[src/rtl/terminal_writer_if.sv]
// Byte-stream input and character-RAM write side of the VGA text terminal writer.
// master = byte source / RAM observer, slave = terminal_writer.
interface terminal_writer_if #(
  parameter int unsigned WIDTH_CHARS  = 80,
  parameter int unsigned HEIGHT_CHARS = 30
);
  localparam int unsigned ADDR_W = $clog2(WIDTH_CHARS * HEIGHT_CHARS);
  localparam int unsigned X_W    = $clog2(WIDTH_CHARS);
  localparam int unsigned Y_W    = $clog2(HEIGHT_CHARS);

  logic [7:0]        Data_i;
  logic              Valid_i;
  logic              Ready_o;
  logic              WrEnable_o;
  logic [ADDR_W-1:0] WrAddr_o;
  logic [7:0]        WrData_o;
  logic [X_W-1:0]    CursorX_o;
  logic [Y_W-1:0]    CursorY_o;
  logic [Y_W-1:0]    TopRow_o;

  modport master (
    output Data_i, Valid_i,
    input  Ready_o, WrEnable_o, WrAddr_o, WrData_o, CursorX_o, CursorY_o, TopRow_o
  );

  modport slave (
    input  Data_i, Valid_i,
    output Ready_o, WrEnable_o, WrAddr_o, WrData_o, CursorX_o, CursorY_o, TopRow_o
  );
endinterface

[src/rtl/terminal_writer.sv]
// Byte-stream to character-RAM writer with cursor, control codes and ring-buffer scrolling.
// Define TERMINAL_TAB_EN to build the TAB state (0x09 blanks up to the next 8-column stop).
module terminal_writer #(
  parameter int unsigned WIDTH_CHARS  = 80,
  parameter int unsigned HEIGHT_CHARS = 30,
  parameter logic [7:0]  BLANK_CHAR   = 8'h20
) (
  input logic              Clock,
  input logic              Reset,
  terminal_writer_if.slave bus
);
  localparam int unsigned ADDR_W = $clog2(WIDTH_CHARS * HEIGHT_CHARS);
  localparam int unsigned X_W    = $clog2(WIDTH_CHARS);
  localparam int unsigned Y_W    = $clog2(HEIGHT_CHARS);

  localparam logic [X_W-1:0]    XLast    = X_W'(WIDTH_CHARS - 1);
  localparam logic [Y_W-1:0]    YLast    = Y_W'(HEIGHT_CHARS - 1);
  localparam logic [ADDR_W-1:0] CellLast = ADDR_W'(WIDTH_CHARS * HEIGHT_CHARS - 1);
  localparam logic [ADDR_W-1:0] RowLast  = ADDR_W'(WIDTH_CHARS - 1);
  localparam logic [ADDR_W-1:0] RowLen   = ADDR_W'(WIDTH_CHARS);
  localparam logic [Y_W:0]      Height   = (Y_W + 1)'(HEIGHT_CHARS);

`ifdef TERMINAL_TAB_EN
  typedef enum logic [2:0] {StClearAll, StIdle, StWrite, StClearRow, StTab} stateT;
`else
  typedef enum logic [1:0] {StClearAll, StIdle, StWrite, StClearRow} stateT;
`endif

  stateT             stateQ, stateD;
  logic [ADDR_W-1:0] cntQ, cntD;
  logic [ADDR_W-1:0] clrBaseQ, clrBaseD;
  logic              readyQ, readyD;
  logic              wrEnQ, wrEnD;
  logic [ADDR_W-1:0] wrAddrQ, wrAddrD;
  logic [7:0]        wrDataQ, wrDataD;
  logic [X_W-1:0]    curXQ, curXD;
  logic [Y_W-1:0]    curYQ, curYD;
  logic [Y_W-1:0]    topQ, topD;

  logic isPrint, isCr, isLf, isBs, isFf;
  assign isPrint = (bus.Data_i >= 8'h20);
  assign isCr    = (bus.Data_i == 8'h0D);
  assign isLf    = (bus.Data_i == 8'h0A);
  assign isBs    = (bus.Data_i == 8'h08);
  assign isFf    = (bus.Data_i == 8'h0C);
`ifdef TERMINAL_TAB_EN
  logic isTab;
  assign isTab = (bus.Data_i == 8'h09);
`endif

  logic           wrapX, scroll;
  logic [X_W-1:0] xInc;
  logic [Y_W-1:0] topInc;
  assign wrapX  = (curXQ == XLast);
  assign scroll = (curYQ == YLast);
  assign xInc   = curXQ + X_W'(1);
  assign topInc = (topQ == YLast) ? '0 : topQ + Y_W'(1);

  // Logical row -> physical row in the ring; the sum never reaches 2*HEIGHT_CHARS.
  logic [Y_W:0]      physSum;
  logic [Y_W-1:0]    physRow;
  logic [ADDR_W-1:0] curAddr, topBase;
  assign physSum = {1'b0, topQ} + {1'b0, curYQ};
  assign physRow = (physSum >= Height) ? Y_W'(physSum - Height) : physSum[Y_W-1:0];
  assign curAddr = ADDR_W'(physRow) * RowLen + ADDR_W'(curXQ);
  assign topBase = ADDR_W'(topQ) * RowLen;

  always_ff @(posedge Clock or negedge Reset) begin
    if (!Reset) begin
      stateQ   <= StClearAll;
      cntQ     <= '0;
      clrBaseQ <= '0;
      readyQ   <= 1'b0;
      wrEnQ    <= 1'b0;
      wrAddrQ  <= '0;
      wrDataQ  <= '0;
      curXQ    <= '0;
      curYQ    <= '0;
      topQ     <= '0;
    end else begin
      stateQ   <= stateD;
      cntQ     <= cntD;
      clrBaseQ <= clrBaseD;
      readyQ   <= readyD;
      wrEnQ    <= wrEnD;
      wrAddrQ  <= wrAddrD;
      wrDataQ  <= wrDataD;
      curXQ    <= curXD;
      curYQ    <= curYD;
      topQ     <= topD;
    end
  end

  always_comb begin
    stateD = stateQ;
    unique case (stateQ)
      StClearAll: if (cntQ == CellLast) stateD = StIdle;
      StIdle: begin
        if (bus.Valid_i) begin
          if (isPrint) stateD = StWrite;
          else if (isFf) stateD = StClearAll;
          else if (isLf && scroll) stateD = StClearRow;
`ifdef TERMINAL_TAB_EN
          else if (isTab) stateD = StTab;
`endif
        end
      end
      StWrite:    stateD = (wrapX && scroll) ? StClearRow : StIdle;
      StClearRow: if (cntQ == RowLast) stateD = StIdle;
`ifdef TERMINAL_TAB_EN
      StTab: begin
        if (wrapX) stateD = scroll ? StClearRow : StIdle;
        else if (xInc[2:0] == 3'd0) stateD = StIdle;
      end
`endif
      default: stateD = StClearAll;
    endcase
  end

  // Registered-output next values; nl requests a newline from the current cursor.
  logic nl;
  always_comb begin
    nl       = 1'b0;
    cntD     = cntQ;
    clrBaseD = clrBaseQ;
    curXD    = curXQ;
    curYD    = curYQ;
    topD     = topQ;
    wrEnD    = 1'b0;
    wrAddrD  = wrAddrQ;
    wrDataD  = wrDataQ;
    unique case (stateQ)
      StClearAll: begin
        wrEnD   = 1'b1;
        wrAddrD = cntQ;
        wrDataD = BLANK_CHAR;
        cntD    = (cntQ == CellLast) ? '0 : cntQ + ADDR_W'(1);
        curXD   = '0;
        curYD   = '0;
        topD    = '0;
      end
      StIdle: begin
        if (bus.Valid_i) begin
          if (isPrint) begin
            wrEnD   = 1'b1;
            wrAddrD = curAddr;
            wrDataD = bus.Data_i;
          end else if (isCr) begin
            curXD = '0;
          end else if (isLf) begin
            nl = 1'b1;
          end else if (isBs) begin
            if (curXQ != '0) curXD = curXQ - X_W'(1);
          end else if (isFf) begin
            cntD  = '0;
            curXD = '0;
            curYD = '0;
            topD  = '0;
          end
        end
      end
      StWrite: begin
        if (wrapX) begin
          curXD = '0;
          nl    = 1'b1;
        end else begin
          curXD = xInc;
        end
      end
      StClearRow: begin
        wrEnD   = 1'b1;
        wrAddrD = clrBaseQ + cntQ;
        wrDataD = BLANK_CHAR;
        cntD    = (cntQ == RowLast) ? '0 : cntQ + ADDR_W'(1);
      end
`ifdef TERMINAL_TAB_EN
      StTab: begin
        wrEnD   = 1'b1;
        wrAddrD = curAddr;
        wrDataD = BLANK_CHAR;
        if (wrapX) begin
          curXD = '0;
          nl    = 1'b1;
        end else begin
          curXD = xInc;
        end
      end
`endif
      default: ;
    endcase

    // Scrolling reuses the old top row as the new bottom row, so it is the one blanked.
    if (nl) begin
      if (scroll) begin
        topD     = topInc;
        clrBaseD = topBase;
      end else begin
        curYD = curYQ + Y_W'(1);
      end
    end

    readyD = (stateD == StIdle);
  end

  assign bus.Ready_o    = readyQ;
  assign bus.WrEnable_o = wrEnQ;
  assign bus.WrAddr_o   = wrAddrQ;
  assign bus.WrData_o   = wrDataQ;
  assign bus.CursorX_o  = curXQ;
  assign bus.CursorY_o  = curYQ;
  assign bus.TopRow_o   = topQ;
endmodule

[src/flat_wrapper.sv]
// flat-port wrapper written by rule: the top's interface ports become plain ports
module terminal_writer_flat 
#(
  parameter int unsigned WIDTH_CHARS  = 80,
  parameter int unsigned HEIGHT_CHARS = 30,
  parameter logic [7:0]  BLANK_CHAR   = 8'h20
)
  (Clock, Reset, bus_Data_i, bus_Valid_i, bus_Ready_o, bus_WrEnable_o, bus_WrAddr_o, bus_WrData_o, bus_CursorX_o, bus_CursorY_o, bus_TopRow_o);
  terminal_writer_if #(.WIDTH_CHARS(WIDTH_CHARS), .HEIGHT_CHARS(HEIGHT_CHARS)) bus_i ();
  input logic Clock;
  input logic Reset;
  input wire logic [$bits(bus_i.Data_i)-1:0] bus_Data_i;
  input wire logic [$bits(bus_i.Valid_i)-1:0] bus_Valid_i;
  output wire logic [$bits(bus_i.Ready_o)-1:0] bus_Ready_o;
  output wire logic [$bits(bus_i.WrEnable_o)-1:0] bus_WrEnable_o;
  output wire logic [$bits(bus_i.WrAddr_o)-1:0] bus_WrAddr_o;
  output wire logic [$bits(bus_i.WrData_o)-1:0] bus_WrData_o;
  output wire logic [$bits(bus_i.CursorX_o)-1:0] bus_CursorX_o;
  output wire logic [$bits(bus_i.CursorY_o)-1:0] bus_CursorY_o;
  output wire logic [$bits(bus_i.TopRow_o)-1:0] bus_TopRow_o;
  assign bus_i.Data_i = bus_Data_i;
  assign bus_i.Valid_i = bus_Valid_i;
  assign bus_Ready_o = bus_i.Ready_o;
  assign bus_WrEnable_o = bus_i.WrEnable_o;
  assign bus_WrAddr_o = bus_i.WrAddr_o;
  assign bus_WrData_o = bus_i.WrData_o;
  assign bus_CursorX_o = bus_i.CursorX_o;
  assign bus_CursorY_o = bus_i.CursorY_o;
  assign bus_TopRow_o = bus_i.TopRow_o;
  terminal_writer #(.WIDTH_CHARS(WIDTH_CHARS), .HEIGHT_CHARS(HEIGHT_CHARS), .BLANK_CHAR(BLANK_CHAR)) u_core (.Clock(Clock), .Reset(Reset), .bus(bus_i));
endmodule
[config.mk]
export PLATFORM = sky130hd
export DESIGN_NAME = terminal_writer_flat
export DESIGN_NICKNAME = d
export VERILOG_FILES = /design/src/rtl/terminal_writer_if.sv /design/src/rtl/terminal_writer.sv /design/src/flat_wrapper.sv
export SDC_FILE = /design/constraint.sdc
export NUM_CORES = 1
export LEC_CHECK = 0
export CORE_ASPECT_RATIO = 1.75
export CORE_UTILIZATION = 25
export CTS_BUF_LIST = sky130_fd_sc_hd__clkbuf_2
export DETAILED_ROUTE_END_ITERATION = 8
export PLACE_DENSITY_LB_ADDON = 0.05
export REMOVE_ABC_BUFFERS = 1
export SYNTH_ARGS = -nofsm -noshare
export SYNTH_HDL_FRONTEND = slang
export SYNTH_SLANG_ARGS = --single-unit
[constraint.sdc]
create_clock -name Clock -period 5.9 [get_ports Clock]
set_clock_uncertainty 0.2 [all_clocks]
set_input_delay 0.885 -clock Clock [delete_from_list [all_inputs] [get_ports Clock]]
set_output_delay 0.885 -clock Clock [all_outputs]
set_load 0.03 [all_outputs]
After elaboration in Yosys (flattened, before gate mapping)
Index checks and enable logic that the tools add are counted.

Mux-type cells: 61. $lt $le $gt $ge: 2. Bitwise operators: 0. Multipliers: 2. Reductions and logical operators: 13. Equal/unequal tests: 23. Divide/modulo/power cells: 0. Shifts and indexed selects: 0. Add/sub/neg operators: 9.

Operator list (count): $mux W12 (10); $mux W5 (18); $pmux W12 S3 (2); $mux W7 (8); $eq A8 B4 Y1 const B (4); $pmux W7 S3 (1); $pmux W5 S2 (2); $mul A5 B3 Y8 const B (2); $mux W8 (2); $pmux W8 S2 (1); $mux W2 (7); $add A12 B1 Y12 const B (1); $add A12 B12 Y12 (1); $add A12 B7 Y12 (1); $eq A12 B12 Y1 const B (1); $eq A12 B7 Y1 const B (1); $add A5 B1 Y5 const B (2); $eq A5 B5 Y1 const B (2); $ne A2 B2 Y1 const B (5); $ge A8 B6 Y1 const B (1); $pmux W2 S4 (1); $add A7 B1 Y7 const B (1); $eq A7 B7 Y1 const B (1); $mux W1 (7); other kinds (21) (28).

Output and inout port bits: 39. Bits in writable memories: 0. Bits in read-only memories: 0. Word-level logic and storage cells: 120. Register bits: 61. Bits in latches: 0. Memories: 0.

Longest topological paths before layout
Gate-level depths: netlist of the first run.

Depth in word-level cells: 10. Gate-level depth with buffers: 19. Depth with buffers taken out: 19.

Worst setup path before layout of the first run
OpenSTA, ideal clock, no wires.

Path type: register to register. From: register u_core.curYQ[0] (netlist: u_core.bus.CursorY_o[0]). To: register u_core.wrAddrQ[10] (netlist: u_core.bus.WrAddr_o[10]). Library setup time: 137 ps. Cell stages (with the launch flop): 19. Data required time: 5563 ps. Arrival time: 4624 ps. Path buffers: 0. Setup slack: 939 ps. Cell sequence: dfrtp_1 -> ha_1 -> fa_1 -> a21o_1 -> a21oi_1 -> xnor2_1 -> inv_1 -> o21ai_0 -> nand2_1 -> xnor2_1 -> ha_1 -> ha_1 -> inv_1 -> fa_1 -> or3_1 -> xnor2_1 -> xnor2_1 -> a221oi_1 -> a21oi_1.

Cells in the longest elaborated chain, start to end: 8.

RTL lines: from (decl) (line terminal_writer.sv:37) `logic [Y_W-1:0] curYQ, curYD;`; from (signal assigned) (line terminal_writer.sv:89) `curYQ <= curYD;`; $add A5 B5 Y6 (*) (line terminal_writer.sv:63) `assign physSum = {1'b0, topQ} + {1'b0, curYQ};`; $sub A5 B5 Y5 or $ge A6 B5 Y1 (tied branches) (line terminal_writer.sv:64) `assign physRow = (physSum >= Height) ? Y_W'(physSum - Height) : physSum[Y_W-1:0];`; $mux W5 (*) (line terminal_writer.sv:64); $mul A5 B3 Y8 (*) (line terminal_writer.sv:65) `assign curAddr = ADDR_W'(physRow) * RowLen + ADDR_W'(curXQ);`; $add A12 B7 Y12 (*) (line terminal_writer.sv:65); $mux W12 (*) (line terminal_writer.sv:144) `if (isPrint) begin`; $mux W12 (*) (line terminal_writer.sv:143) `if (bus.Valid_i) begin`; $pmux W12 S3 (*) (line terminal_writer.sv:132) `unique case (stateQ)`; to (signal assigned) (line terminal_writer.sv:86) `wrAddrQ <= wrAddrD;`; to (decl) (line terminal_writer.sv:34) `logic [ADDR_W-1:0] wrAddrQ, wrAddrD;`.

Mark *: on every way between the ends. The rest lies on a longest branch, timed or not. The select of a mux whose other input is x is not followed. A chain may end at the register's enable or synchronous reset.

Worst setup path after layout of the first run
From: register u_core.topQ[0] (netlist: u_core.bus.TopRow_o[0]). To: register u_core.wrAddrQ[10] (netlist: u_core.bus.WrAddr_o[10]).

Cells in the longest elaborated chain, start to end: 8.

RTL lines: from (decl) (line terminal_writer.sv:38) `logic [Y_W-1:0] topQ, topD;`; from (signal assigned) (line terminal_writer.sv:90) `topQ <= topD;`; $add A5 B5 Y6 (*) (line terminal_writer.sv:63); $sub A5 B5 Y5 or $ge A6 B5 Y1 (tied branches) (line terminal_writer.sv:64); $mux W5 (*) (line terminal_writer.sv:64); $mul A5 B3 Y8 (*) (line terminal_writer.sv:65); $add A12 B7 Y12 (*) (line terminal_writer.sv:65); $mux W12 (*) (line terminal_writer.sv:144); $mux W12 (*) (line terminal_writer.sv:143); $pmux W12 S3 (*) (line terminal_writer.sv:132).

Marked as above.

==> results of run 1 <==
layer usage:
layer	GRT usage (%)	wire, um	vias to the layer above
li1	-	-	1979
met1	17.2	5790	1888
met2	29.3	7430	75
met3	2.35	396	15
met4	5.43	274	0
met5	0	0	-
sequential cells by signal, indices dropped and copies added (netlist names):
register               flops
u_core.bus.Ready_o         1
u_core.bus.TopRow_o        5
u_core.bus.CursorX_o       7
u_core.cntQ               12
u_core.clrBaseQ            8
u_core.bus.CursorY_o       5
u_core.bus.WrData_o        8
u_core.bus.WrEnable_o      1
u_core.bus.WrAddr_o       12
u_core.stateQ              2
cell usage in the layout (no fill, tap or decap), types with 5 or more instances in the layout:
cell	count
sky130_fd_sc_hd__a21o_1	11
sky130_fd_sc_hd__a21oi_1	28
sky130_fd_sc_hd__a22o_1	8
sky130_fd_sc_hd__a22oi_1	10
sky130_fd_sc_hd__a31oi_1	14
sky130_fd_sc_hd__clkbuf_2	9
sky130_fd_sc_hd__clkdlybuf4s50_1	48
sky130_fd_sc_hd__dfrtp_1	61
sky130_fd_sc_hd__fa_1	5
sky130_fd_sc_hd__ha_1	40
sky130_fd_sc_hd__inv_1	21
sky130_fd_sc_hd__nand2_1	53
sky130_fd_sc_hd__nand2b_1	5
sky130_fd_sc_hd__nand3_1	24
sky130_fd_sc_hd__nor2_1	41
sky130_fd_sc_hd__nor3_1	12
sky130_fd_sc_hd__o21ai_0	36
sky130_fd_sc_hd__o21ai_1	18
sky130_fd_sc_hd__o31ai_1	9
sky130_fd_sc_hd__xnor2_1	12
sky130_fd_sc_hd__xor2_1	9
path summary, 6_finish.rpt:
kind,end,cells after the start,from
max in group asynchronous,u_core.stateQ[0]$_DFF_PN0_,2,Reset
min in group Clock,u_core.clrBaseQ[9]$_DFFE_PN0P_,2,u_core.clrBaseQ[9]$_DFFE_PN0P_
worst min register to register,u_core.clrBaseQ[9]$_DFFE_PN0P_,2,u_core.clrBaseQ[9]$_DFFE_PN0P_
worst max-delay path,u_core.bus.WrAddr_o[10]$_DFFE_PN0P_,18,u_core.bus.TopRow_o[0]$_DFF_PN0_
worst min-delay path,u_core.bus.CursorX_o[5]$_DFFE_PN0P_,2,Reset
worst max register to register,u_core.bus.WrAddr_o[10]$_DFFE_PN0P_,18,u_core.bus.TopRow_o[0]$_DFF_PN0_
worst max-delay path: cells and delay by family, from the launching register on:
kind / cells / cell delay [ps]
compound gates: 5 / 1200
xor+xnor: 4 / 820
fa+ha+maj: 5 / 1680
buf+inv: 2 / 180
flops: 1 / 530
simple gates: 2 / 550
per-stage QoR:
step           worst slack, ps  util, %  total power [mW]
2_1_floorplan              851        -              1.01
3_3_place_gp               685     29.5              1.31
3_5_place_dp               631     29.5              1.31
4_1_cts                    612     30.0              1.57
5_1_grt                    209     30.0              1.66
6_report                   612     30.0              1.54
power groups by stage:
| stage | Sequential (mW) | Clock (mW) | Combinational [mW] |
|---|---|---|---|
| floorplan | 0.682 | 0 | 0.326 |
| global placement | 0.567 | 0 | 0.742 |
| detailed placement | 0.570 | 0 | 0.741 |
| CTS | 0.561 | 0.270 | 0.743 |
| global route | 0.571 | 0.289 | 0.797 |
| finish | 0.558 | 0.253 | 0.732 |
cell type report:
cell class / instances / area (sq um) / share of cell area [%]
Multi-Input combinational cell: 414 / 2800 / 53.0
Antenna cell: 1 / 2.50 / 0.0473
Tap cell: 231 / 289 / 5.47
Clock buffer: 9 / 45.0 / 0.852
Inverter: 21 / 78.8 / 1.49
Clock inverter: 7 / 50.0 / 0.947
Sequential cell: 61 / 1530 / 28.9
Timing Repair Buffer: 50 / 493 / 9.32
cell families (layout without fill, tap and decap cells):
kind of cell / count (synthesis) / in the layout / share of synthesized area [%]
xor+xnor: 21 / 21 / 4.06
simple gates: 179 / 179 / 19.7
compound gates: 161 / 161 / 22.9
fa+ha+maj: 45 / 45 / 13.3
flops: 61 / 61 / 33.7
other cells: 0 / 1 / 0
buf+inv: 44 / 87 / 4.48
mux: 8 / 8 / 1.88
==> flow_results.xml, run 1 <==
<?xml version="1.0" encoding="UTF-8"?>
<metrics>
  <group name="run_status">
    <metric name="outcome" unit="">finished clean</metric>
  </group>
  <group name="run">
    <metric name="max-cap-violations" unit="">0</metric>
  </group>
  <group name="finish">
    <metric name="final_layout_size_suffix_gt1_share" unit="%">5.87</metric>
    <metric name="syn2layout_area_growth" unit="%">16.8</metric>
    <metric name="stdcell_count" unit="">794</metric>
    <metric name="postLayoutCellArea" unit="sq mm">0.00529</metric>
    <metric name="finish.net_count" unit="">613</metric>
    <metric name="filler_cell_count" unit="">1900</metric>
  </group>
  <group name="yosys">
    <metric name="synthMostInstantiatedCell" unit="">sky130_fd_sc_hd__dfrtp_1</metric>
    <metric name="netlist_instances" unit="">519</metric>
    <metric name="synth_top_cells_by_area" unit="">sky130_fd_sc_hd__dfrtp_1 (34%), sky130_fd_sc_hd__ha_1 (11%), sky130_fd_sc_hd__nand2_1 (4.4%)</metric>
    <metric name="netlist.top_cell.by_area" unit="">sky130_fd_sc_hd__dfrtp_1</metric>
    <metric name="ys_ff_latch" unit="">61</metric>
    <metric name="dominantRegCellSynth" unit="">sky130_fd_sc_hd__dfrtp_1</metric>
    <metric name="ys_types" unit="">65</metric>
    <metric name="netlist.area_leader.share" unit="%">33.7</metric>
    <metric name="synthTopCellsByCount" unit="">sky130_fd_sc_hd__dfrtp_1 (61), sky130_fd_sc_hd__nand2_1 (53), sky130_fd_sc_hd__nor2_1 (41)</metric>
    <metric name="synth_sequential_area_ratio" unit="%">33.7</metric>
    <metric name="ys_async_sr_fraction" unit="%">100</metric>
    <metric name="synth.yosys.warnings" unit="">0</metric>
    <metric name="syn_avg_cell_area" unit="sq um">8.72</metric>
    <metric name="netlist_area" unit="sq mm">0.00453</metric>
    <metric name="count_of_flip_flops_with_a_built_in_enable_after_synthesis" unit="">0</metric>
  </group>
  <group name="worst_setup_path">
    <metric name="worst_path_largest_cell_delay" unit="ps">530</metric>
    <metric name="crit_type" unit="">register to register</metric>
    <metric name="worst-endpoint-required" unit="ps">6070</metric>
    <metric name="regToRegSetupSlack" unit="ps">610</metric>
    <metric name="capturing_element_type_of_the_critical_path" unit="">register</metric>
    <metric name="path_max_fanout" unit="">9</metric>
    <metric name="kind_of_start_point_of_the_critical_path" unit="">register</metric>
    <metric name="arrival" unit="ps">5460</metric>
    <metric name="timing.critical_path.mode_cell" unit="">sky130_fd_sc_hd__xnor2_1</metric>
    <metric name="cp_cell_sequence" unit="">ha_1, fa_1, a21o_1, a21oi_1, xnor2_1, inv_1, o21ai_0, nand2_1, xnor2_1, ha_1, ha_1, inv_1, fa_1, or3_1, xnor2_1, xnor2_1, a221oi_1, a21oi_1</metric>
    <metric name="critPathSlowestCell" unit="">sky130_fd_sc_hd__dfrtp_1</metric>
  </group>
  <group name="placement">
    <metric name="place_area" unit="sq mm">0.00519</metric>
    <metric name="numPortBuffers" unit="">49</metric>
    <metric name="dp.cells" unit="">777</metric>
    <metric name="gpl.final_weighted_congestion" unit="">0.782</metric>
    <metric name="dp_hpwl" unit="mm">10.3</metric>
  </group>
  <group name="clocking">
    <metric name="clock_buffer_depth" unit="">2</metric>
    <metric name="cts_hold_repair.buffers" unit="">0</metric>
    <metric name="path_clk_slew" unit="ps">240</metric>
    <metric name="cts.htree.levels" unit="">3</metric>
    <metric name="postCtsSetupBuffers" unit="">0</metric>
    <metric name="cts-resized-gates" unit="">0</metric>
    <metric name="cts_tree" unit="">yes</metric>
    <metric name="clkSinkCount" unit="">61</metric>
    <metric name="insertion_delay" unit="ps">550</metric>
    <metric name="cts_buffers" unit="">9</metric>
    <metric name="ctsRootBufferMaster" unit="">sky130_fd_sc_hd__clkbuf_2</metric>
  </group>
  <group name="floorplan">
    <metric name="design.portCount" unit="">50</metric>
    <metric name="start_util" unit="%">25.7</metric>
    <metric name="floorplan.core_area" unit="sq mm">0.0176</metric>
    <metric name="std_cell_rows" unit="">64</metric>
    <metric name="die_ht" unit="um">180</metric>
    <metric name="fp.dieArea" unit="sq mm">0.0187</metric>
    <metric name="chipWidth" unit="um">104</metric>
  </group>
  <group name="timing">
    <metric name="final.period_utilization" unit="%">89.6</metric>
    <metric name="fmax" unit="MHz">189</metric>
    <metric name="grt_setup_unrepaired" unit="">false</metric>
    <metric name="layout_min_cycle_time" unit="ps">5290</metric>
    <metric name="final-max-slew-violation-count" unit="">0</metric>
    <metric name="fin_worst_hold_slack" unit="ps">287</metric>
    <metric name="tns" unit="ps">0</metric>
    <metric name="worst_slew_pin_slew" unit="ps">1110</metric>
    <metric name="final-hold-violation-count" unit="">0</metric>
    <metric name="setup_violations" unit="">0</metric>
    <metric name="slew_headroom" unit="%">25.7</metric>
  </group>
  <group name="global_route">
    <metric name="antenna_found_initial" unit="">1</metric>
    <metric name="gr-usage-all-layers" unit="%">15.4</metric>
    <metric name="grt_pass1_wl" unit="mm">22.3</metric>
    <metric name="grt_pass1_vias" unit="">4054</metric>
    <metric name="grt_max_degree" unit="">62</metric>
    <metric name="globalRouteOverflowTotal" unit="">0</metric>
  </group>
  <group name="power">
    <metric name="power.share.sequential" unit="%">36.2</metric>
    <metric name="net-switching-power" unit="mW">0.742</metric>
    <metric name="netSwitchingFraction" unit="%">48.1</metric>
    <metric name="vdd_drop_max" unit="uV">127</metric>
    <metric name="power.leakage" unit="nW">2.30</metric>
    <metric name="power_report.internal_total" unit="mW">0.801</metric>
    <metric name="powerDensity" unit="mW/mm^2">292</metric>
    <metric name="combPwrFrac" unit="%">47.4</metric>
    <metric name="p_clk_share" unit="%">16.4</metric>
  </group>
  <group name="drt">
    <metric name="route.vias.total" unit="">3957</metric>
    <metric name="drt_first_pass_iters" unit="">4</metric>
    <metric name="drt-initial-drc-count" unit="">151</metric>
    <metric name="total_length_of_routed_wires" unit="mm">13.9</metric>
    <metric name="detail-route-antenna-nets" unit="">0</metric>
    <metric name="vias_per_cell" unit="">4.98</metric>
    <metric name="avgRoutedWirePerCell" unit="um">17.5</metric>
    <metric name="drt_drc_violations_left" unit="">0</metric>
  </group>
  <group name="worst_hold_path">
    <metric name="min-delay-path-class" unit="">input pin to asynchronous set/reset pin</metric>
  </group>
</metrics>
Power figures use the tool's default switching activity.
==> run 2: changes to the inputs <==
- CAP_MARGIN: default -> 20
==> flow_results.xml, run 2 (same netlist as run 1, synthesis figures left out) <==
<?xml version="1.0" encoding="UTF-8"?>
<metrics>
  <group name="global_route">
    <metric name="grt_pass1_vias" unit="">4054</metric>
    <metric name="globalRouteOverflowTotal" unit="">0</metric>
    <metric name="gr-usage-all-layers" unit="%">15.4</metric>
    <metric name="antenna_found_initial" unit="">1</metric>
    <metric name="grt_pass1_wl" unit="mm">22.3</metric>
    <metric name="grt_max_degree" unit="">62</metric>
  </group>
  <group name="drt">
    <metric name="vias_per_cell" unit="">4.99</metric>
    <metric name="drt_first_pass_iters" unit="">6</metric>
    <metric name="drt_drc_violations_left" unit="">0</metric>
    <metric name="total_length_of_routed_wires" unit="mm">13.9</metric>
    <metric name="drt-initial-drc-count" unit="">182</metric>
    <metric name="route.vias.total" unit="">3970</metric>
    <metric name="avgRoutedWirePerCell" unit="um">17.5</metric>
    <metric name="detail-route-antenna-nets" unit="">0</metric>
  </group>
  <group name="worst_setup_path">
    <metric name="capturing_element_type_of_the_critical_path" unit="">register</metric>
    <metric name="kind_of_start_point_of_the_critical_path" unit="">register</metric>
    <metric name="critical_path.reg2reg.endpoint" unit="">u_core.bus.WrAddr_o[10]$_DFFE_PN0P_</metric>
    <metric name="regToRegSetupSlack" unit="ps">640</metric>
    <metric name="arrival" unit="ps">5460</metric>
    <metric name="worst-endpoint-required" unit="ps">6100</metric>
    <metric name="reg2reg_depth" unit="">18</metric>
    <metric name="path_max_fanout" unit="">9</metric>
    <metric name="reg2reg_from" unit="">u_core.bus.TopRow_o[0]$_DFF_PN0_</metric>
    <metric name="crit_type" unit="">register to register</metric>
  </group>
  <group name="run_status">
    <metric name="outcome" unit="">finished clean</metric>
  </group>
  <group name="placement">
    <metric name="dp_hpwl" unit="mm">10.3</metric>
    <metric name="numPortBuffers" unit="">49</metric>
    <metric name="gpl.final_weighted_congestion" unit="">0.782</metric>
  </group>
  <group name="timing">
    <metric name="fin_worst_hold_slack" unit="ps">282</metric>
    <metric name="setup_violations" unit="">0</metric>
    <metric name="worst_slew_pin_slew" unit="ps">984</metric>
    <metric name="tns" unit="ps">0</metric>
    <metric name="final-hold-violation-count" unit="">0</metric>
    <metric name="slew_headroom" unit="%">34.4</metric>
    <metric name="final.period_utilization" unit="%">89.2</metric>
    <metric name="fmax" unit="MHz">190</metric>
    <metric name="layout_min_cycle_time" unit="ps">5260</metric>
    <metric name="final-max-slew-violation-count" unit="">0</metric>
    <metric name="grt_setup_unrepaired" unit="">false</metric>
  </group>
  <group name="clocking">
    <metric name="clkSinkCount" unit="">61</metric>
    <metric name="clock_buffer_depth" unit="">2</metric>
    <metric name="insertion_delay" unit="ps">560</metric>
    <metric name="postCtsSetupBuffers" unit="">0</metric>
    <metric name="cts_tree" unit="">yes</metric>
    <metric name="cts_buffers" unit="">9</metric>
    <metric name="cts_hold_repair.buffers" unit="">0</metric>
    <metric name="cts-resized-gates" unit="">0</metric>
    <metric name="path_clk_slew" unit="ps">230</metric>
    <metric name="cts.htree.levels" unit="">3</metric>
    <metric name="ctsRootBufferMaster" unit="">sky130_fd_sc_hd__clkbuf_2</metric>
  </group>
  <group name="finish">
    <metric name="regArea" unit="sq mm">0.00153</metric>
    <metric name="layout_common_cells" unit="">sky130_fd_sc_hd__dfrtp_1 (61), sky130_fd_sc_hd__nand2_1 (53), sky130_fd_sc_hd__clkdlybuf4s50_1 (48)</metric>
    <metric name="filler_cell_count" unit="">1899</metric>
    <metric name="finish.net_count" unit="">614</metric>
    <metric name="area_of_combinational_cells_with_multiple_inputs" unit="sq mm">0.00280</metric>
    <metric name="layout.cells.most_common" unit="">sky130_fd_sc_hd__dfrtp_1</metric>
    <metric name="final_layout_size_suffix_gt1_share" unit="%">6.04</metric>
    <metric name="syn2layout_area_growth" unit="%">17.1</metric>
  </group>
  <group name="floorplan">
    <metric name="chipWidth" unit="um">104</metric>
    <metric name="start_util" unit="%">25.7</metric>
    <metric name="floorplan.core_area" unit="sq mm">0.0176</metric>
    <metric name="design.portCount" unit="">50</metric>
    <metric name="die_ht" unit="um">180</metric>
    <metric name="fp.dieArea" unit="sq mm">0.0187</metric>
    <metric name="std_cell_rows" unit="">64</metric>
  </group>
  <group name="run">
    <metric name="max-cap-violations" unit="">0</metric>
  </group>
  <group name="power">
    <metric name="powerDensity" unit="mW/mm^2">292</metric>
    <metric name="power.total" unit="mW">1.55</metric>
    <metric name="vdd_drop_max" unit="uV">129</metric>
    <metric name="power.leakage" unit="nW">2.30</metric>
  </group>
  <group name="worst_hold_path">
    <metric name="min-delay-path-class" unit="">input pin to asynchronous set/reset pin</metric>
  </group>
</metrics>
[run 2: cell count changes in the layout (fill, tap and decap cells not counted)]
cell,previous run,this run
sky130_fd_sc_hd__buf_8,0,1
[run 2: cell type report]
type,count,share of cell area (%)
Clock inverter,7,0.944
Clock buffer,9,0.849
Sequential cell,61,28.8
Antenna cell,1,0.0472
Inverter,21,1.49
Tap cell,231,5.45
Timing Repair Buffer,51,9.58
Multi-Input combinational cell,414,52.9
[run 2: critical path, stage by stage (launching register included)]
cell and delay [ps]:
sky130_fd_sc_hd__dfrtp_1 530, sky130_fd_sc_hd__ha_1 280, sky130_fd_sc_hd__fa_1 410, sky130_fd_sc_hd__a21o_1 180, sky130_fd_sc_hd__a21oi_1 240, sky130_fd_sc_hd__xnor2_1 320
sky130_fd_sc_hd__inv_1 110, sky130_fd_sc_hd__o21ai_0 390, sky130_fd_sc_hd__nand2_1 120, sky130_fd_sc_hd__xnor2_1 220, sky130_fd_sc_hd__ha_1 270, sky130_fd_sc_hd__ha_1 220
sky130_fd_sc_hd__inv_1 70, sky130_fd_sc_hd__fa_1 500, sky130_fd_sc_hd__or3_1 420, sky130_fd_sc_hd__xnor2_1 150, sky130_fd_sc_hd__xnor2_1 130, sky130_fd_sc_hd__a221oi_1 290
sky130_fd_sc_hd__a21oi_1 100
[run 2: worst max path at each step]
stage                                                 from                                  end  slack, ps  depth (start not counted)
after floorplan           u_core.bus.TopRow_o[0]$_DFF_PN0_  u_core.bus.WrAddr_o[10]$_DFFE_PN0P_        850                         18
after global placement    u_core.bus.TopRow_o[0]$_DFF_PN0_  u_core.bus.WrAddr_o[10]$_DFFE_PN0P_        690                         18
after detailed placement  u_core.bus.TopRow_o[0]$_DFF_PN0_  u_core.bus.WrAddr_o[10]$_DFFE_PN0P_        630                         18
after CTS                 u_core.bus.TopRow_o[0]$_DFF_PN0_  u_core.bus.WrAddr_o[10]$_DFFE_PN0P_        610                         18
after global routing      u_core.bus.TopRow_o[0]$_DFF_PN0_  u_core.bus.WrAddr_o[10]$_DFFE_PN0P_        240                         18
final                     u_core.bus.TopRow_o[0]$_DFF_PN0_  u_core.bus.WrAddr_o[10]$_DFFE_PN0P_        640                         18
[run 2: layer usage]
metal	track usage, %	vias to the layer above	wire [um]
li1	-	1984	-
met3	2.35	14	453
met5	0	-	0
met1	17.2	1901	5730
met4	5.43	0	277
met2	29.3	71	7440
[run 2: where the power goes]
part           leakage, nW  internal (mW)  switching, mW
Clock               0.0660         0.0572          0.195
Combinational         1.41          0.253          0.487
Sequential           0.823          0.496         0.0609
Total                 2.30          0.807          0.743
[run 2: through the flow]
step	std cells	cell area, sq um	worst slack, ps	util (%)
2_1_floorplan	496	4400	851	-
3_3_place_gp	777	5190	685	29.5
3_5_place_dp	777	5190	631	29.5
4_1_cts	793	5290	612	30.0
5_1_grt	795	5300	237	30.1
6_report	795	5300	637	30.1
==> run 3: changes to the inputs <==
- CORE_ASPECT_RATIO: 1.75 -> 0.8
==> flow_results.xml, run 3 (same netlist as run 1, synthesis figures left out) <==
<?xml version="1.0" encoding="UTF-8"?>
<metrics>
  <group name="global_route">
    <metric name="grt_max_degree" unit="">62</metric>
    <metric name="gr-usage-met3" unit="%">3.28</metric>
    <metric name="gr-usage-all-layers" unit="%">15.4</metric>
    <metric name="gr-max-usage-layer" unit="">met2</metric>
    <metric name="met1_capacity_usage_during_global_routing" unit="%">22.2</metric>
    <metric name="grt_pass1_wl" unit="mm">22.2</metric>
    <metric name="antenna_found_initial" unit="">0</metric>
    <metric name="grt_pass1_vias" unit="">4008</metric>
    <metric name="grt_util_met2" unit="%">23.0</metric>
    <metric name="globalRouteOverflowTotal" unit="">0</metric>
  </group>
  <group name="timing">
    <metric name="grt_setup_unrepaired" unit="">false</metric>
    <metric name="layout_min_cycle_time" unit="ps">5370</metric>
    <metric name="fmax" unit="MHz">186</metric>
    <metric name="final-hold-violation-count" unit="">0</metric>
    <metric name="final.period_utilization" unit="%">91.0</metric>
    <metric name="worst_slew_pin_slew" unit="ps">885</metric>
    <metric name="final-max-slew-violation-count" unit="">0</metric>
    <metric name="setup_violations" unit="">0</metric>
    <metric name="tns" unit="ps">0</metric>
    <metric name="slew_headroom" unit="%">41.0</metric>
  </group>
  <group name="run_status">
    <metric name="violations" unit="">design-rule violations</metric>
    <metric name="outcome" unit="">finished with violations</metric>
  </group>
  <group name="clocking">
    <metric name="cts-resized-gates" unit="">0</metric>
    <metric name="cts_buffers" unit="">9</metric>
    <metric name="clkSinkCount" unit="">61</metric>
    <metric name="path_clk_slew" unit="ps">210</metric>
    <metric name="cts_tree" unit="">yes</metric>
    <metric name="ctsRootBufferMaster" unit="">sky130_fd_sc_hd__clkbuf_2</metric>
    <metric name="cts.htree.levels" unit="">3</metric>
    <metric name="postCtsSetupBuffers" unit="">0</metric>
    <metric name="cts_hold_repair.buffers" unit="">0</metric>
    <metric name="clock_buffer_depth" unit="">2</metric>
    <metric name="insertion_delay" unit="ps">570</metric>
  </group>
  <group name="placement">
    <metric name="numPortBuffers" unit="">49</metric>
    <metric name="gpl.final_weighted_congestion" unit="">0.795</metric>
    <metric name="dp_hpwl" unit="mm">9.65</metric>
    <metric name="dp.cells" unit="">772</metric>
  </group>
  <group name="run">
    <metric name="max-cap-violations" unit="">0</metric>
  </group>
  <group name="worst_setup_path">
    <metric name="critical_path.reg2reg.endpoint" unit="">u_core.bus.WrAddr_o[10]$_DFFE_PN0P_</metric>
    <metric name="reg2reg_depth" unit="">18</metric>
    <metric name="regToRegSetupSlack" unit="ps">530</metric>
    <metric name="worst-path-buf-inv" unit="">2</metric>
    <metric name="path_max_fanout" unit="">9</metric>
    <metric name="cp_cell_sequence" unit="">ha_1, fa_1, a21o_1, a21oi_1, xnor2_1, inv_1, o21ai_0, nand2_1, xnor2_1, ha_1, ha_1, inv_1, fa_1, or3_1, xnor2_1, xnor2_1, a221oi_1, a21oi_1</metric>
    <metric name="capturing_element_type_of_the_critical_path" unit="">register</metric>
    <metric name="arrival" unit="ps">5600</metric>
    <metric name="reg2reg_from" unit="">u_core.bus.TopRow_o[0]$_DFF_PN0_</metric>
    <metric name="crit_type" unit="">register to register</metric>
    <metric name="worst-endpoint-required" unit="ps">6130</metric>
    <metric name="timing.critical_path.mode_cell" unit="">sky130_fd_sc_hd__xnor2_1</metric>
    <metric name="critical-path-top-delay-family" unit="">adder cells</metric>
    <metric name="worst_path_largest_cell_delay" unit="ps">520</metric>
    <metric name="kind_of_start_point_of_the_critical_path" unit="">register</metric>
    <metric name="critPathSlowestCell" unit="">sky130_fd_sc_hd__dfrtp_1</metric>
  </group>
  <group name="power">
    <metric name="vdd_drop_max" unit="uV">157</metric>
    <metric name="powerDensity" unit="mW/mm^2">297</metric>
    <metric name="power.leakage" unit="nW">2.31</metric>
  </group>
  <group name="floorplan">
    <metric name="design.portCount" unit="">50</metric>
    <metric name="std_cell_rows" unit="">43</metric>
    <metric name="floorplan.core_area" unit="sq mm">0.0175</metric>
    <metric name="chipWidth" unit="um">152</metric>
    <metric name="start_util" unit="%">25.8</metric>
    <metric name="die_ht" unit="um">122</metric>
    <metric name="fp.dieArea" unit="sq mm">0.0187</metric>
  </group>
  <group name="drt">
    <metric name="avgRoutedWirePerCell" unit="um">16.8</metric>
    <metric name="detail-route-antenna-nets" unit="">0</metric>
    <metric name="drt-initial-drc-count" unit="">308</metric>
    <metric name="total_length_of_routed_wires" unit="mm">13.3</metric>
    <metric name="drt_drc_violations_left" unit="">4</metric>
    <metric name="vias_per_cell" unit="">5.09</metric>
    <metric name="drt_first_pass_iters" unit="">7</metric>
    <metric name="route.vias.total" unit="">4015</metric>
  </group>
  <group name="finish">
    <metric name="regArea" unit="sq mm">0.00153</metric>
    <metric name="syn2layout_area_growth" unit="%">17.2</metric>
    <metric name="final_layout_size_suffix_gt1_share" unit="%">6.03</metric>
    <metric name="antenna-diode-count" unit="">0</metric>
    <metric name="layout.cells.most_common" unit="">sky130_fd_sc_hd__dfrtp_1</metric>
    <metric name="stdcell_count" unit="">789</metric>
    <metric name="layout_common_cells" unit="">sky130_fd_sc_hd__dfrtp_1 (61), sky130_fd_sc_hd__nand2_1 (53), sky130_fd_sc_hd__clkdlybuf4s50_1 (48)</metric>
    <metric name="area_of_combinational_cells_with_multiple_inputs" unit="sq mm">0.00280</metric>
    <metric name="filler_cell_count" unit="">1869</metric>
    <metric name="finish.net_count" unit="">615</metric>
  </group>
  <group name="worst_hold_path">
    <metric name="min-delay-path-class" unit="">input pin to asynchronous set/reset pin</metric>
  </group>
</metrics>
## run 3: where the power goes
part	switching [mW]	leakage [nW]	internal [mW]
Sequential	0.0612	0.823	0.496
Clock	0.176	0.0694	0.0984
Combinational	0.491	1.42	0.254
Total	0.728	2.31	0.849
## run 3: worst max path at each step
| stage | start | endpoint | slack, ps | cells past startpoint |
|---|---|---|---|---|
| 4_1_cts | u_core.bus.TopRow_o[0]$_DFF_PN0_ | u_core.bus.WrAddr_o[10]$_DFFE_PN0P_ | 510 | 18 |
| 2_1_floorplan | u_core.bus.TopRow_o[0]$_DFF_PN0_ | u_core.bus.WrAddr_o[10]$_DFFE_PN0P_ | 850 | 18 |
| 3_3_place_gp | u_core.bus.TopRow_o[0]$_DFF_PN0_ | u_core.bus.WrAddr_o[10]$_DFFE_PN0P_ | 680 | 18 |
| 5_1_grt | u_core.bus.TopRow_o[0]$_DFF_PN0_ | u_core.bus.WrAddr_o[10]$_DFFE_PN0P_ | 170 | 18 |
| 6_report | u_core.bus.TopRow_o[0]$_DFF_PN0_ | u_core.bus.WrAddr_o[10]$_DFFE_PN0P_ | 530 | 18 |
| 3_5_place_dp | u_core.bus.TopRow_o[0]$_DFF_PN0_ | u_core.bus.WrAddr_o[10]$_DFFE_PN0P_ | 590 | 18 |
## run 3: cell type report
type | count | area share (%)
Clock buffer | 11 | 1.04
Clock inverter | 5 | 0.967
Inverter | 21 | 1.49
Multi-Input combinational cell | 414 | 52.8
Sequential cell | 61 | 28.8
Tap cell | 225 | 5.30
Timing Repair Buffer | 52 | 9.64
## run 3: stage by stage
step | hold WS [ps] | util (%) | setup WS (ps) | power [mW] | instance area, sq um
floorplan | 256 | - | 851 | 1.01 | 4400
global placement | 290 | 29.6 | 678 | 1.31 | 5190
detailed placement | 293 | 29.6 | 593 | 1.31 | 5190
CTS | 273 | 30.2 | 514 | 1.60 | 5300
global route | 329 | 30.3 | 173 | 1.70 | 5310
finish | 297 | 30.3 | 529 | 1.58 | 5310
## run 3: metal layers
metal | share of wire (%) | wire (um)
met1 | 52 | 6870
met2 | 42 | 5610
met5 | 0 | 0
met3 | 4.7 | 625
met4 | 1.3 | 178
